$ cat src/rtl/lut_cfg_pkg.sv
// rtl/lut_cfg_pkg.sv - shared FSM state type and parameter limits for lut_k_cfg
package lut_cfg_pkg;

    localparam int LUT_K_MAX  = 6;
    localparam int LUT_CH_MAX = 16;

    typedef enum logic [1:0] {
        LUT_UNCFG  = 2'd0,
        LUT_LOAD   = 2'd1,
        LUT_ACTIVE = 2'd2
    } lut_state_e;

    // Bit-counter width for a bitstream of the given length, never below 1.
    function automatic int cnt_width(input int total);
        return (total > 1) ? $clog2(total) : 1;
    endfunction

endpackage

$ cat src/rtl/lut_k_cell.sv
// rtl/lut_k_cell.sv - one channel's 2**K truth-table bits with write port and read mux
module lut_k_cell
    import lut_cfg_pkg::*;
#(
    parameter int K = 4
) (
    input  logic         i_clk,
    input  logic         i_rst_n,
    input  logic         i_we,
    input  logic [K-1:0] i_widx,
    input  logic         i_wdata,
    input  logic [K-1:0] i_raddr,
    output logic         o_rdata
);

    localparam int DEPTH = 2 ** K;

    logic [DEPTH-1:0] tbl_q, tbl_d;

    // Single-bit write into the addressed table entry.
    always_comb begin
        tbl_d = tbl_q;
        if (i_we) begin
            tbl_d[i_widx] = i_wdata;
        end
    end

    // Table storage; reset clears every entry.
    always_ff @(posedge i_clk or negedge i_rst_n) begin
        if (!i_rst_n) begin
            tbl_q <= '0;
        end else begin
            tbl_q <= tbl_d;
        end
    end

    assign o_rdata = tbl_q[i_raddr];

endmodule

$ cat src/rtl/lut_k_cfg.sv
// rtl/lut_k_cfg.sv - CHANNELS K-input LUTs loaded serially; LUT_REG_OUT_EN registers o_lut_out
module lut_k_cfg
    import lut_cfg_pkg::*;
#(
    parameter int K        = 4,
    parameter int CHANNELS = 2
) (
    input  logic                  i_clk,
    input  logic                  i_rst_n,
    input  logic                  i_cfg_start,
    input  logic                  i_cfg_valid,
    input  logic                  i_cfg_data,
    output logic                  o_cfg_ready,
    output logic                  o_cfg_busy,
    output logic                  o_cfg_done,
    input  logic [CHANNELS*K-1:0] i_lut_in,
    output logic [CHANNELS-1:0]   o_lut_out
);

    localparam int DEPTH = 2 ** K;
    localparam int TOTAL = CHANNELS * DEPTH;
    localparam int CNT_W = cnt_width(TOTAL);

    if (K < 1 || K > LUT_K_MAX) begin : g_bad_k
        $error("lut_k_cfg: K out of range");
    end
    if (CHANNELS < 1 || CHANNELS > LUT_CH_MAX) begin : g_bad_ch
        $error("lut_k_cfg: CHANNELS out of range");
    end

    lut_state_e       state_q, state_d;
    logic [CNT_W-1:0] cnt_q, cnt_d;
    logic             ready_q, busy_q, done_q;
    logic             accept;
    logic             last_beat;
    logic [CHANNELS-1:0] lut_raw;

    // Start always wins over a beat in the same cycle.
    assign accept    = i_cfg_valid & ready_q & ~i_cfg_start;
    assign last_beat = (cnt_q == CNT_W'(TOTAL - 1));

    // Next state and bit counter.
    always_comb begin
        state_d = state_q;
        cnt_d   = cnt_q;
        if (i_cfg_start) begin
            state_d = LUT_LOAD;
            cnt_d   = '0;
        end else if (accept) begin
            if (last_beat) begin
                state_d = LUT_ACTIVE;
                cnt_d   = '0;
            end else begin
                cnt_d = cnt_q + 1'b1;
            end
        end
    end

    // Configuration FSM with status outputs decoded from the next state.
    always_ff @(posedge i_clk or negedge i_rst_n) begin
        if (!i_rst_n) begin
            state_q <= LUT_UNCFG;
            cnt_q   <= '0;
            ready_q <= 1'b0;
            busy_q  <= 1'b0;
            done_q  <= 1'b0;
        end else begin
            state_q <= state_d;
            cnt_q   <= cnt_d;
            ready_q <= (state_d == LUT_LOAD);
            busy_q  <= (state_d == LUT_LOAD);
            done_q  <= (state_d == LUT_ACTIVE);
        end
    end

    assign o_cfg_ready = ready_q;
    assign o_cfg_busy  = busy_q;
    assign o_cfg_done  = done_q;

    // Beat b goes to channel b / DEPTH, entry b % DEPTH.
    for (genvar c = 0; c < CHANNELS; c++) begin : g_ch
        logic we;
        assign we = accept && ((cnt_q >> K) == CNT_W'(c));

        lut_k_cell #(.K(K)) u_cell (
            .i_clk   (i_clk),
            .i_rst_n (i_rst_n),
            .i_we    (we),
            .i_widx  (cnt_q[K-1:0]),
            .i_wdata (i_cfg_data),
            .i_raddr (i_lut_in[c*K +: K]),
            .o_rdata (lut_raw[c])
        );
    end

`ifdef LUT_REG_OUT_EN
    logic [CHANNELS-1:0] out_q, out_d;

    // Output flop holds 0 whenever the configuration is not live.
    always_comb begin
        out_d = (state_q == LUT_ACTIVE) ? lut_raw : '0;
    end

    // Registered LUT outputs, one cycle behind i_lut_in.
    always_ff @(posedge i_clk or negedge i_rst_n) begin
        if (!i_rst_n) begin
            out_q <= '0;
        end else begin
            out_q <= out_d;
        end
    end

    assign o_lut_out = out_q;
`else
    assign o_lut_out = done_q ? lut_raw : '0;
`endif

endmodule

$ cat config.mk
export PLATFORM = sky130hd
export DESIGN_NAME = lut_k_cfg
export DESIGN_NICKNAME = d
export VERILOG_FILES = /design/src/rtl/lut_cfg_pkg.sv /design/src/rtl/lut_k_cell.sv /design/src/rtl/lut_k_cfg.sv
export SDC_FILE = /design/constraint.sdc
export NUM_CORES = 1
export LEC_CHECK = 0
export BUFFER_PORTS_ARGS = -buffer_cell sky130_fd_sc_hd__buf_2
export CORE_UTILIZATION = 57
export DETAILED_ROUTE_END_ITERATION = 8
export PLACE_DENSITY = 0.77
export SYNTH_ARGS = -nofsm -noshare
export SYNTH_HDL_FRONTEND = slang
export SYNTH_HIERARCHICAL = 1
export SYNTH_SLANG_ARGS = --single-unit
$ cat constraint.sdc
create_clock -name i_clk -period 3.3 [get_ports i_clk]
set_input_delay 0.33 -clock i_clk [delete_from_list [all_inputs] [get_ports i_clk]]
set_output_delay 0.33 -clock i_clk [all_outputs]
set_load 0.03 [all_outputs]
==> results of run 1 <==
[cells in the mapped netlist]
cell type and instances:
inv_1 1, buf_2 2, nand3_1 8, mux4_2 4, nand2b_1 6, clkbuf_1 3, mux2_1 5, nor2_1 22
mux2i_1 6, nand3b_1 8, o21ai_0 2, or4_1 1, or4b_1 1, nor3b_2 4, nand2_1 7, nand2_2 1
a21oi_1 6, mux2_2 27, xor2_1 1, and3_1 1, buf_4 1, ha_1 2, a31oi_1 1, or3b_4 1
mux4_1 4, nor3_1 5, o21bai_1 1, and2_1 2, dfrtp_1 41, nor3b_1 1
[per-stage QoR]
stage	util, %	hold WS (ns)
final	68.0	0.160
after global routing	68.0	0.248
after CTS	68.0	0.191
after detailed placement	65.1	0.486
after global placement	65.1	0.457
after floorplan	-	0.0344
[kinds of logic after synthesis]
family,after synthesis
buffers and inverters,7
AOI/OAI and AO/OA,10
muxes,46
DFF,41
xor gates and xnor gates,1
adders and majority gates,2
and+or+nand+nor,68
[layout by cell type (no fill, tap or decap)]
cell type	synthesis	routed
nand3_1	8	8
clkinv_2	0	1
or3b_4	1	1
inv_1	1	1
nor3b_1	1	1
dfrtp_1	41	41
nor3b_2	4	4
nand2b_1	6	6
nand2_1	7	7
nor3_1	5	5
nand3b_1	8	8
nand2_2	1	1
o21bai_1	1	1
buf_2	2	17
mux2i_1	6	6
or4b_1	1	1
o21ai_0	2	2
ha_1	2	2
a21oi_1	6	6
clkbuf_8	0	7
nor2_1	22	22
mux2_1	5	5
mux4_2	4	4
or4_1	1	1
mux4_1	4	4
and2_1	2	2
and3_1	1	1
mux2_2	27	27
xor2_1	1	1
a31oi_1	1	1
[critical path: cells and delay by family, from the launching register on]
| family | cells | cell delay, ns |
|---|---|---|
| flip-flops | 1 | 0.46 |
| multiplexers | 1 | 0.34 |
| AND/OR/NAND/NOR | 4 | 1.18 |
[flip-flops by register name, indices dropped and copies added, names as in the netlist]
register	flops
g_ch.u_cell/tbl_q	32
cnt_q	5
state_q	2
o_cfg_done	1
o_cfg_busy	1
[power by group through the flow]
| stage | Sequential (mW) | Combinational, mW | Clock, mW |
|---|---|---|---|
| 2_1_floorplan | 0.543 | 0.0451 | 0 |
| 3_3_place_gp | 0.548 | 0.0714 | 0 |
| 3_5_place_dp | 0.550 | 0.0752 | 0 |
| 4_1_cts | 0.540 | 0.0754 | 0.363 |
| 5_1_grt | 0.544 | 0.0830 | 0.390 |
| 6_report | 0.541 | 0.0737 | 0.356 |
[cell type report]
class	instances	area [sq um]	area share, %
multi-input combinational	127	1090	46.0
sequential	41	1030	43.5
clock buffer	7	96.3	4.08
timing repair buffer	17	85.1	3.61
tap	46	57.6	2.44
clock inverter	1	5.00	0.212
inverter	1	3.75	0.159
[how the worst max path moves through the flow]
stage,start,to,slack (ns)
finish,o_cfg_busy,g_ch[0].u_cell/tbl_q[2],1.20
CTS,g_ch[1].u_cell/tbl_q[9],o_lut_out[1],1.20
global placement,i_cfg_valid,g_ch[0].u_cell/tbl_q[1],1.32
detailed placement,o_cfg_busy,g_ch[0].u_cell/tbl_q[2],1.23
global route,o_cfg_busy,g_ch[0].u_cell/tbl_q[0],1.03
floorplan,o_cfg_busy,g_ch[0].u_cell/tbl_q[1],1.19
[per-layer routing]
layer  vias up  wire [um]
met5         -          0
met4         0         51
met3         5        116
met2        25       2160
met1       722       1760
li1        671          -
==> impl_results.md, run 1 <==
- DRT iter0 DRCs: 110
- Fin nets: 208
- Max transition margin: 40.9%
- Num CTS Buffers: 5
- Clk_lat worst skew: 0.29 ns
- Pint: approximately 0.74 mW
- Sequential power share: 55.7%
- Worst-Margin Slew: 0.887 ns
- Hold Crit Class: in -> async
- Final instance area: 2360 sq um
- Mapped Cells: about 180
- Sw frac: 23.3%
- Reg2Reg Depth: 5
- DP HPWL: roughly 2800 um
- Share of the synthesized area in the top cell type: 47.8%
- Max Clock Skew: 0.00997 ns
- TritonRoute pass-1 iters: 4
- Clock sinks: between 40 and 50
- Fill cells: 260
- Power Dens Cells: 411 nW/um^2
- Placed Cells: 232
- Fin crit share: 63.7%
- Non-Filler Instances: 240
- Placeable Area: between 3000 and 4000 sq um
- Clock share of power: 36.7%
- Reg2Reg Capture Point: g_ch[0].u_cell/tbl_q[2]
- Number of core rows: 21
- Drt drc: 0
- Synth Area in Simple Gates: roughly 18%
- Final ANT Viol Nets: 0
- Layout cell share with drive strength beyond 1: 32.0%
- Gr busiest metal: met2
- Gpl congestion: 0.747
- Post-CTS Hold Buffers: 0
- I/O Pins: 18
- Bufs on Longest Clock Path: 2
- Post-synthesis mux area share: 28.7%
- Dpl cell area: 2260 sq um
- GRT Overall Usage: 23.8%
- Grt met1 use: 30.8%
- Die X: around 63 um
- Post-Synthesis Net Count: between 150 and 200
- IO Port Bufs: 17
- Critical Path RT: about 3.5 ns
- Via/cell ratio: 5.93
- Yosys top cell by area: dfrtp_1
- Crit-path cells: nand2_2 > nor3_1 > or3b_4 > nor3b_2 > mux2_1
- Worst Path Max Fanout: 9
- Startpoint Class: flop
- CTS H-Tree Depth: 2
- Fmax: between 400 and 500 MHz
- Clock Pin Slew Worst Setup and Hold Paths: 0.08 ns
- Final Hold Viols: 0
- P&R area growth vs syn: 10.0%
- Initial antenna violation count: 0
- Final setup fails: 0
- Met2 GRT Util: roughly two fifths
- Worst setup margin: roughly 1.2 ns
- First-pass GRT wire length: around 7200 um
- Sequential share of the synthesized area: 47.8%
- XOR/XNOR Fraction of Synth Area: 0.408%
- LEAKAGE: around 1.1 nW
- Synth Area in Compound Gates: 2.51%
- Arrival time worst endpoint: between 2 and 2.5 ns
- Largest family of logic cells by synthesized area: multiplexers
- Dominant cells by area after synthesis: dfrtp_1 48%, mux2_2 14%, mux4_1 4.9%
- Initial Util: slightly above 60%
- Slowest-stage cell, CP: or3b_4
- RSZ-0062 raised after global routing: no
- Wire length per cell: ~17 um
- # diodes: 0
- Post-CTS Setup Bufs: 0
- Max VDD drop: 319 uV
- Met3 usage: roughly 4.5%
- Adder-Cell Fraction of Synth Area: around 1.2%
- Critical path type: reg -> reg
- Largest net degree at the start of global routing: 42
- Cts repair resizes: 0
- Psw: 0.226 mW
- Wirelength, routed: 4090 um
- Synth warn: 6
- Mapped cell area: 2140 sq um
- Logic pwr share: 7.6%
- Max-cap check violation count: 0
- DIE HEIGHT: 63.3 um
- Setup WS pre-CTS: 1.23 ns
- Congestion Overflow GR: 0
- Endpoint class of the critical path: flop
- R2R Setup Slk: between 1 and 1.5 ns
- Critical Path Max Stage Delay: between 0.4 and 0.5 ns
- Power Total: a little under 1 mW
- Outcome: complete, no violations
- Setup TNS: 0 ns
- Syn_area_per_cell: between 10 and 15 sq um
- Vias in the first global route: 1,484
- Root Buffer: clkbuf_8
- Max-slew violations: 0
- Number of distinct library cells after synthesis: 30
- Routed via count: 1,423
- CTS tree: yes
- Die area: 4010 sq um
- Flops & latches, synth: 41
- Critical R2R Launch: o_cfg_busy
- Final Critical Period: between 2 and 2.5 ns
Power figures use the tool's default switching activity.
==> run 2, diff against run 1 <==
- clock period: 3.3 -> 2.15 ns (I/O delays scaled with it)
==> run 2 against run 1 <==
  * Final cell count increased by 2.1%
  * Final area increased by 1.6%
  * Sequential share of layout area decreased by 0.68 points
  * Flip-flop and latch count unchanged
  * Power increased by 53%
  * Worst setup slack got worse by 0.97 ns
  * Register-to-register slack got worse by 0.95 ns
  * Utilization increased by 1.1 points
  * Die area unchanged
  * Critical path type is now reg -> out
  * Largest power group unchanged
  * Highest routed layer unchanged
==> impl_results.md, run 2 (synthesis results as in run 1) <==
- Final Critical Period: 1.92 ns
- RSZ-0062 raised after global routing: no
- Routed via count: 1,461 (+2.7%)
- Slowest-stage cell, CP: mux4_2
- Most common cell after layout, fill and taps aside: dfrtp_1
- Endpoint class of the critical path: primary output
- Most frequent cells in the layout: 41 x dfrtp_1, 27 x mux2_2, 22 x nor2_1
- Die X: 63.3 um (unchanged)
- Worst Path Max Fanout: 2 (-7)
- Number of core rows: 21 (unchanged)
- Final instance area: 2400 sq um (+1.6%)
- Final Hold Viols: 0 (unchanged)
- Worst path buffer plus inverter count: 1 (+1)
- Startpoint Class: flop
- Congestion Overflow GR: 0 (unchanged)
- Fin nets: 213 (+2.4%)
- Final ANT Viol Nets: 0 (unchanged)
- Post-CTS Setup Bufs: 0 (unchanged)
- Power Dens Cells: 618 nW/um^2 (+50%)
- Fill cells: 251 (-3.5%)
- Setup TNS: 0 ns (unchanged)
- DP HPWL: 2820 um (+1.4%)
- Reg2Reg Depth: 5 (unchanged)
- Wirelength, routed: 3930 um (-3.9%)
- Root Buffer: clkbuf_8
- Max transition margin: 40.0% (-0.86 points)
- Die area: 4010 sq um (unchanged)
- Pint: 1.15 mW (+54%)
- GRT Overall Usage: 22.9% (-0.93 points)
- Via/cell ratio: 5.96 (+0.58%)
- Clock Pin Slew Worst Setup and Hold Paths: 0.08 ns (about the same)
- I/O Pins: 18 (unchanged)
- Outcome: complete, no violations
- Largest net degree at the start of global routing: 42 (unchanged)
- CTS tree: yes
- Sw frac: 22.4% (-0.90 points)
- Critical Path RT: 1.93 ns (-1.54 ns)
- Bufs on Longest Clock Path: 2 (unchanged)
- CP delay by family, top: multiplexers
- Initial antenna violation count: 0 (unchanged)
- Most used cell, CP: mux2i_1
- Fmax: about 520 MHz
- Max VDD drop: 414 uV (+30%)
- Dpl cell area: 2300 sq um (+1.7%)
- Hold Crit Class: in -> async
- Clock share of power: 35.8% (-0.9 points)
- Cts repair resizes: 0 (unchanged)
- Largest register by flop count: g_ch.u_cell/tbl_q
- LEAKAGE: 1.12 nW (+2.4%)
- Max Clock Skew: 0.00856 ns (-0.00141 ns)
- Num CTS Buffers: 5 (unchanged)
- Max reg flops: 32 (unchanged)
- Vias in the first global route: 1,543 (+4.0%)
- Max-slew violations: 0 (unchanged)
- Critical path type: reg -> out
- P&R area growth vs syn: 11.8%
- Clk_lat worst skew: 0.28 ns (about the same)
- Logic pwr share: 9.3% (+1.7 points)
- Sequential power share: 54.9% (-0.8 points)
- Worst-Margin Slew: 0.900 ns (+0.0129 ns)
- Fin crit share: 89.2%
- Critical Path Max Stage Delay: 0.46 ns (about the same)
- Initial Util: 61.8% (unchanged)
- Layout cell share with drive strength beyond 1: 33.7% (+1.7 points)
- Gpl congestion: 0.868 (+16%)
- Post-CTS Hold Buffers: 0 (unchanged)
- Crit-path cells: mux4_2 > mux2i_1 > mux2i_1 > and2_1 > buf_2
- First-pass GRT wire length: 6980 um (-3.5%)
- Final setup fails: 0 (unchanged)
- Biggest regs: g_ch.u_cell/tbl_q (32), cnt_q (5), state_q (2)
- TritonRoute pass-1 iters: 4 (unchanged)
- DRT iter0 DRCs: 124 (+13%)
- Placeable Area: 3470 sq um (unchanged)
- Critical path depth: 5 (unchanged)
- IO Port Bufs: 17 (unchanged)
- DIE HEIGHT: 63.3 um (unchanged)
- Arrival time worst endpoint: 1.70 ns (-0.57 ns)
- Clock sinks: 41 (unchanged)
- # diodes: 0 (unchanged)
- Wire length per cell: 16.0 um (-5.9%)
- Drt drc: 0 (unchanged)
- Psw: 0.331 mW (+47%)
- CTS H-Tree Depth: 2 (unchanged)
- Max-cap check violation count: 0 (unchanged)
## run 2: layer usage
metal / global-route usage, % / vias to the layer above / routed length (um)
met5: 0 / - / 0
met4: 9.94 / 0 / 88
met3: 5.43 / 11 / 150
met2: 38.2 / 34 / 2010
met1: 28.2 / 729 / 1680
li1: - / 687 / -
## run 2: power groups by stage
stage	clock, mW	combinational [mW]	sequential [mW]
final	0.530	0.138	0.814
after global routing	0.576	0.153	0.817
after CTS	0.546	0.139	0.814
after detailed placement	0	0.139	0.829
after global placement	0	0.133	0.827
after floorplan	0	0.0692	0.834
## run 2: final timing paths
kind                                               start  slack (ns)                 endpoint
worst max-delay path            g_ch[0].u_cell/tbl_q[11]        0.23             o_lut_out[0]
worst min-delay path                             i_rst_n        0.05  g_ch[0].u_cell/tbl_q[3]
worst max register to register                o_cfg_busy        0.25  g_ch[1].u_cell/tbl_q[2]
worst min register to register                state_q[1]        0.48               o_cfg_busy
max in group asynchronous                        i_rst_n        1.53  g_ch[1].u_cell/tbl_q[0]
min in group i_clk                           i_cfg_start        0.22                 cnt_q[2]
## run 2: area by class of cell
cell class / instances / area [sq um] / area share [%]
multi-input cells: 127 / 1090 / 45.3
flip-flops and latches: 41 / 1030 / 42.8
repair buffers: 22 / 123 / 5.11
clock buffers: 7 / 96.3 / 4.02
well taps: 46 / 57.6 / 2.40
clock inverters: 1 / 5.00 / 0.209
inverters: 1 / 3.75 / 0.157
## run 2: metrics by stage
stage	hold slack, ns	power [mW]	util (%)	instances	setup WS (ns)
finish	0.0515	1.48	69.1	245	0.231
global route	0.126	1.55	69.1	245	0.0619
CTS	0.0801	1.50	69.1	245	0.210
detailed placement	0.387	0.968	66.2	237	0.277
global placement	0.382	0.960	66.2	237	0.345
floorplan	-0.0806	0.903	-	175	0.0442
==> run 3, diff against run 2 <==
- CORE_UTILIZATION: 57 -> 35
- PLACE_DENSITY: 0.77 -> not set
==> run 3 against run 2 <==
  * Die area up 61%
  * Non-clock buffer count up 3
  * Maximum frequency down 0.40%
  * Final area up 3.9%
  * Worst setup slack worse by 0.0077 ns
  * Hold slack better by 0.15 ns
  * Combinational power up 4%
  * Critical path depth unchanged
  * Via count down 5.0%
  * Utilization down 27 points
  * Highest routed layer unchanged
==> impl_results.md, run 3 (synthesis results as in run 1) <==
- Setup TNS: 0 ns (unchanged)
- Gpl congestion: 0.715 (-18%)
- Bufs on Longest Clock Path: 2 (unchanged)
- Largest net degree at the start of global routing: 33 (-21%)
- Hold Crit Class: in -> reg
- Power Dens Cells: 675 nW/um^2 (+9.2%)
- Power Total: 1.68 mW (+13%)
- Reg2Reg Capture Point: g_ch[0].u_cell/tbl_q[1]
- R2R Setup Slk: 0.26 ns (about the same)
- Root Buffer: clkbuf_8
- Post-CTS Setup Bufs: 0 (unchanged)
- Most frequent cells in the layout: 41 x dfrtp_1, 27 x mux2_2, 22 x nor2_1
- CTS H-Tree Depth: 2 (unchanged)
- Max VDD drop: 342 uV (-18%)
- Max-slew violations: 0 (unchanged)
- Critical path type: reg -> out
- Most common cell after layout, fill and taps aside: dfrtp_1
- First-pass GRT wire length: 6760 um (-3.3%)
- Final ANT Viol Nets: 0 (unchanged)
- Final Critical Period: 1.93 ns (+0.00771 ns)
- Max reg flops: 32 (unchanged)
- Clk_lat worst skew: 0.29 ns (about the same)
- Hold Path Stages: 2
- DP HPWL: 2830 um (+0.49%)
- Wirelength, routed: 3850 um (-2.0%)
- Die X: 80.3 um (+27%)
- Placeable Area: 5920 sq um (+71%)
- GRT Overall Usage: 14.0% (-8.8 points)
- DRT iter0 DRCs: 97 (-22%)
- Arrival time worst endpoint: 1.71 ns (about the same)
- Congestion Overflow GR: 0 (unchanged)
- Max transition margin: 67.1% (+27 points)
- Startpoint Class: flop
- Routed via count: 1,388 (-5.0%)
- Worst-Margin Slew: 0.493 ns (-0.407 ns)
- Initial antenna violation count: 0 (unchanged)
- Outcome: complete, no violations
- LEAKAGE: 1.15 nW (+2.5%)
- # diodes: 0 (unchanged)
- Number of core rows: 28 (+33%)
- Wire length per cell: 13.9 um (-13%)
- RSZ-0062 raised after global routing: no
- Final Hold Viols: 0 (unchanged)
- Largest register by flop count: g_ch.u_cell/tbl_q
- TritonRoute pass-1 iters: 4 (unchanged)
- Endpoint class of the critical path: primary output
- Layout cell share with drive strength beyond 1: 34.2% (+0.49 points)
- Num CTS Buffers: 5 (unchanged)
- Clock sinks: 41 (unchanged)
- DIE HEIGHT: 80.3 um (+27%)
- Reg2Reg Depth: 5 (unchanged)
- Critical R2R Launch: o_cfg_busy
- Hold Path End: cnt_q[4]
- Clock Pin Slew Worst Setup and Hold Paths: 0.08 ns (about the same)
- Fin nets: 216 (+1.4%)
- IO Port Bufs: 17 (unchanged)
- Hold_sp: i_cfg_start
- Die area: 6440 sq um (+61%)
- Vias in the first global route: 1,421 (-7.9%)
- Fin crit share: 89.6% (+0.36 points)
- Fill cells: 549 (+120%)
- P&R area growth vs syn: 16.2%
- Initial Util: 36.2% (-26 points)
- I/O Pins: 18 (unchanged)
- Max-cap check violation count: 0 (unchanged)
- Critical Path RT: 1.93 ns (about the same)
- Max Clock Skew: 0.00722 ns (-0.00134 ns)
- Final setup fails: 0 (unchanged)
- CTS tree: yes
- Fmax: 519 MHz (-0.40%)
- Worst Path Max Fanout: 2 (unchanged)
- Biggest regs: g_ch.u_cell/tbl_q (32), cnt_q (5), state_q (2)
- Via/cell ratio: 5.01 (-16%)
- Drt drc: 0 (unchanged)
[run 3: cell types whose count changed in the layout (fill, tap and decap cells not counted)]
cell and change:
buf_4 +2, bufinv_16 +2, clkbuf_8 -2, dlygate4sd3_1 +1
[run 3: worst max path at each step]
stage | startpoint | to | slack (ns) | cells past startpoint
2_1_floorplan | o_cfg_busy | g_ch[0].u_cell/tbl_q[1] | 0.04 | 5
3_3_place_gp | o_cfg_busy | g_ch[0].u_cell/tbl_q[1] | 0.30 | 5
3_5_place_dp | o_cfg_busy | g_ch[0].u_cell/tbl_q[1] | 0.27 | 5
4_1_cts | g_ch[1].u_cell/tbl_q[13] | o_lut_out[1] | 0.19 | 5
5_1_grt | o_cfg_busy | g_ch[1].u_cell/tbl_q[2] | 0.07 | 5
6_report | g_ch[0].u_cell/tbl_q[3] | o_lut_out[0] | 0.22 | 5
[run 3: worst max-delay path, cell delays in order (launching register included)]
cell     delay [ns]
dfrtp_1        0.38
mux4_2         0.50
mux2i_1        0.14
mux2i_1        0.09
and2_1         0.15
buf_2          0.17
[run 3: final cells by class]
class	count	area, sq um	share of cell area, %
multi-input cells	127	1090	43.6
clock buffers	5	68.8	2.76
clock inverters	3	65.1	2.61
flip-flops and latches	41	1030	41.2
repair buffers	25	148	5.93
inverters	1	3.75	0.151
well taps	75	93.8	3.77
[run 3: power by group]
part | total (mW) | switching, mW | internal [mW]
logic | 0.143 | 0.0786 | 0.0647
registers | 0.812 | 0.0134 | 0.799
clock network | 0.726 | 0.265 | 0.461
total | 1.68 | 0.357 | 1.32
[run 3: what timing repair did]
item | 4_1_cts | 5_1_grt
hold buffers | 1 | 0
resized for setup | 0 | 0
endpoints found under the hold margin | 12 | 0
[run 3: metrics by stage]
stage                     cell area [sq um]  cells  worst slack [ns]  hold slack (ns)  utilization (%)
after floorplan                        2140    175            0.0442          -0.0806                -
after CTS                              2490    277             0.193            0.194             42.1
final                                  2490    277             0.224            0.203             42.1
after global routing                   2490    277            0.0737            0.215             42.1
after global placement                 2350    268             0.298            0.129             39.6
after detailed placement               2350    268             0.271            0.134             39.6
[run 3: metal layers]
| metal | up-vias | wire length (um) | part of all wire, % | global-route usage (%) |
|---|---|---|---|---|
| li1 | 688 | - | - | - |
| met1 | 672 | 1930 | 50 | 19.3 |
| met2 | 23 | 1750 | 46 | 22.1 |
| met3 | 5 | 106 | 2.8 | 2.39 |
| met4 | 0 | 53 | 1.4 | 5.36 |
| met5 | - | 0 | 0 | 0 |
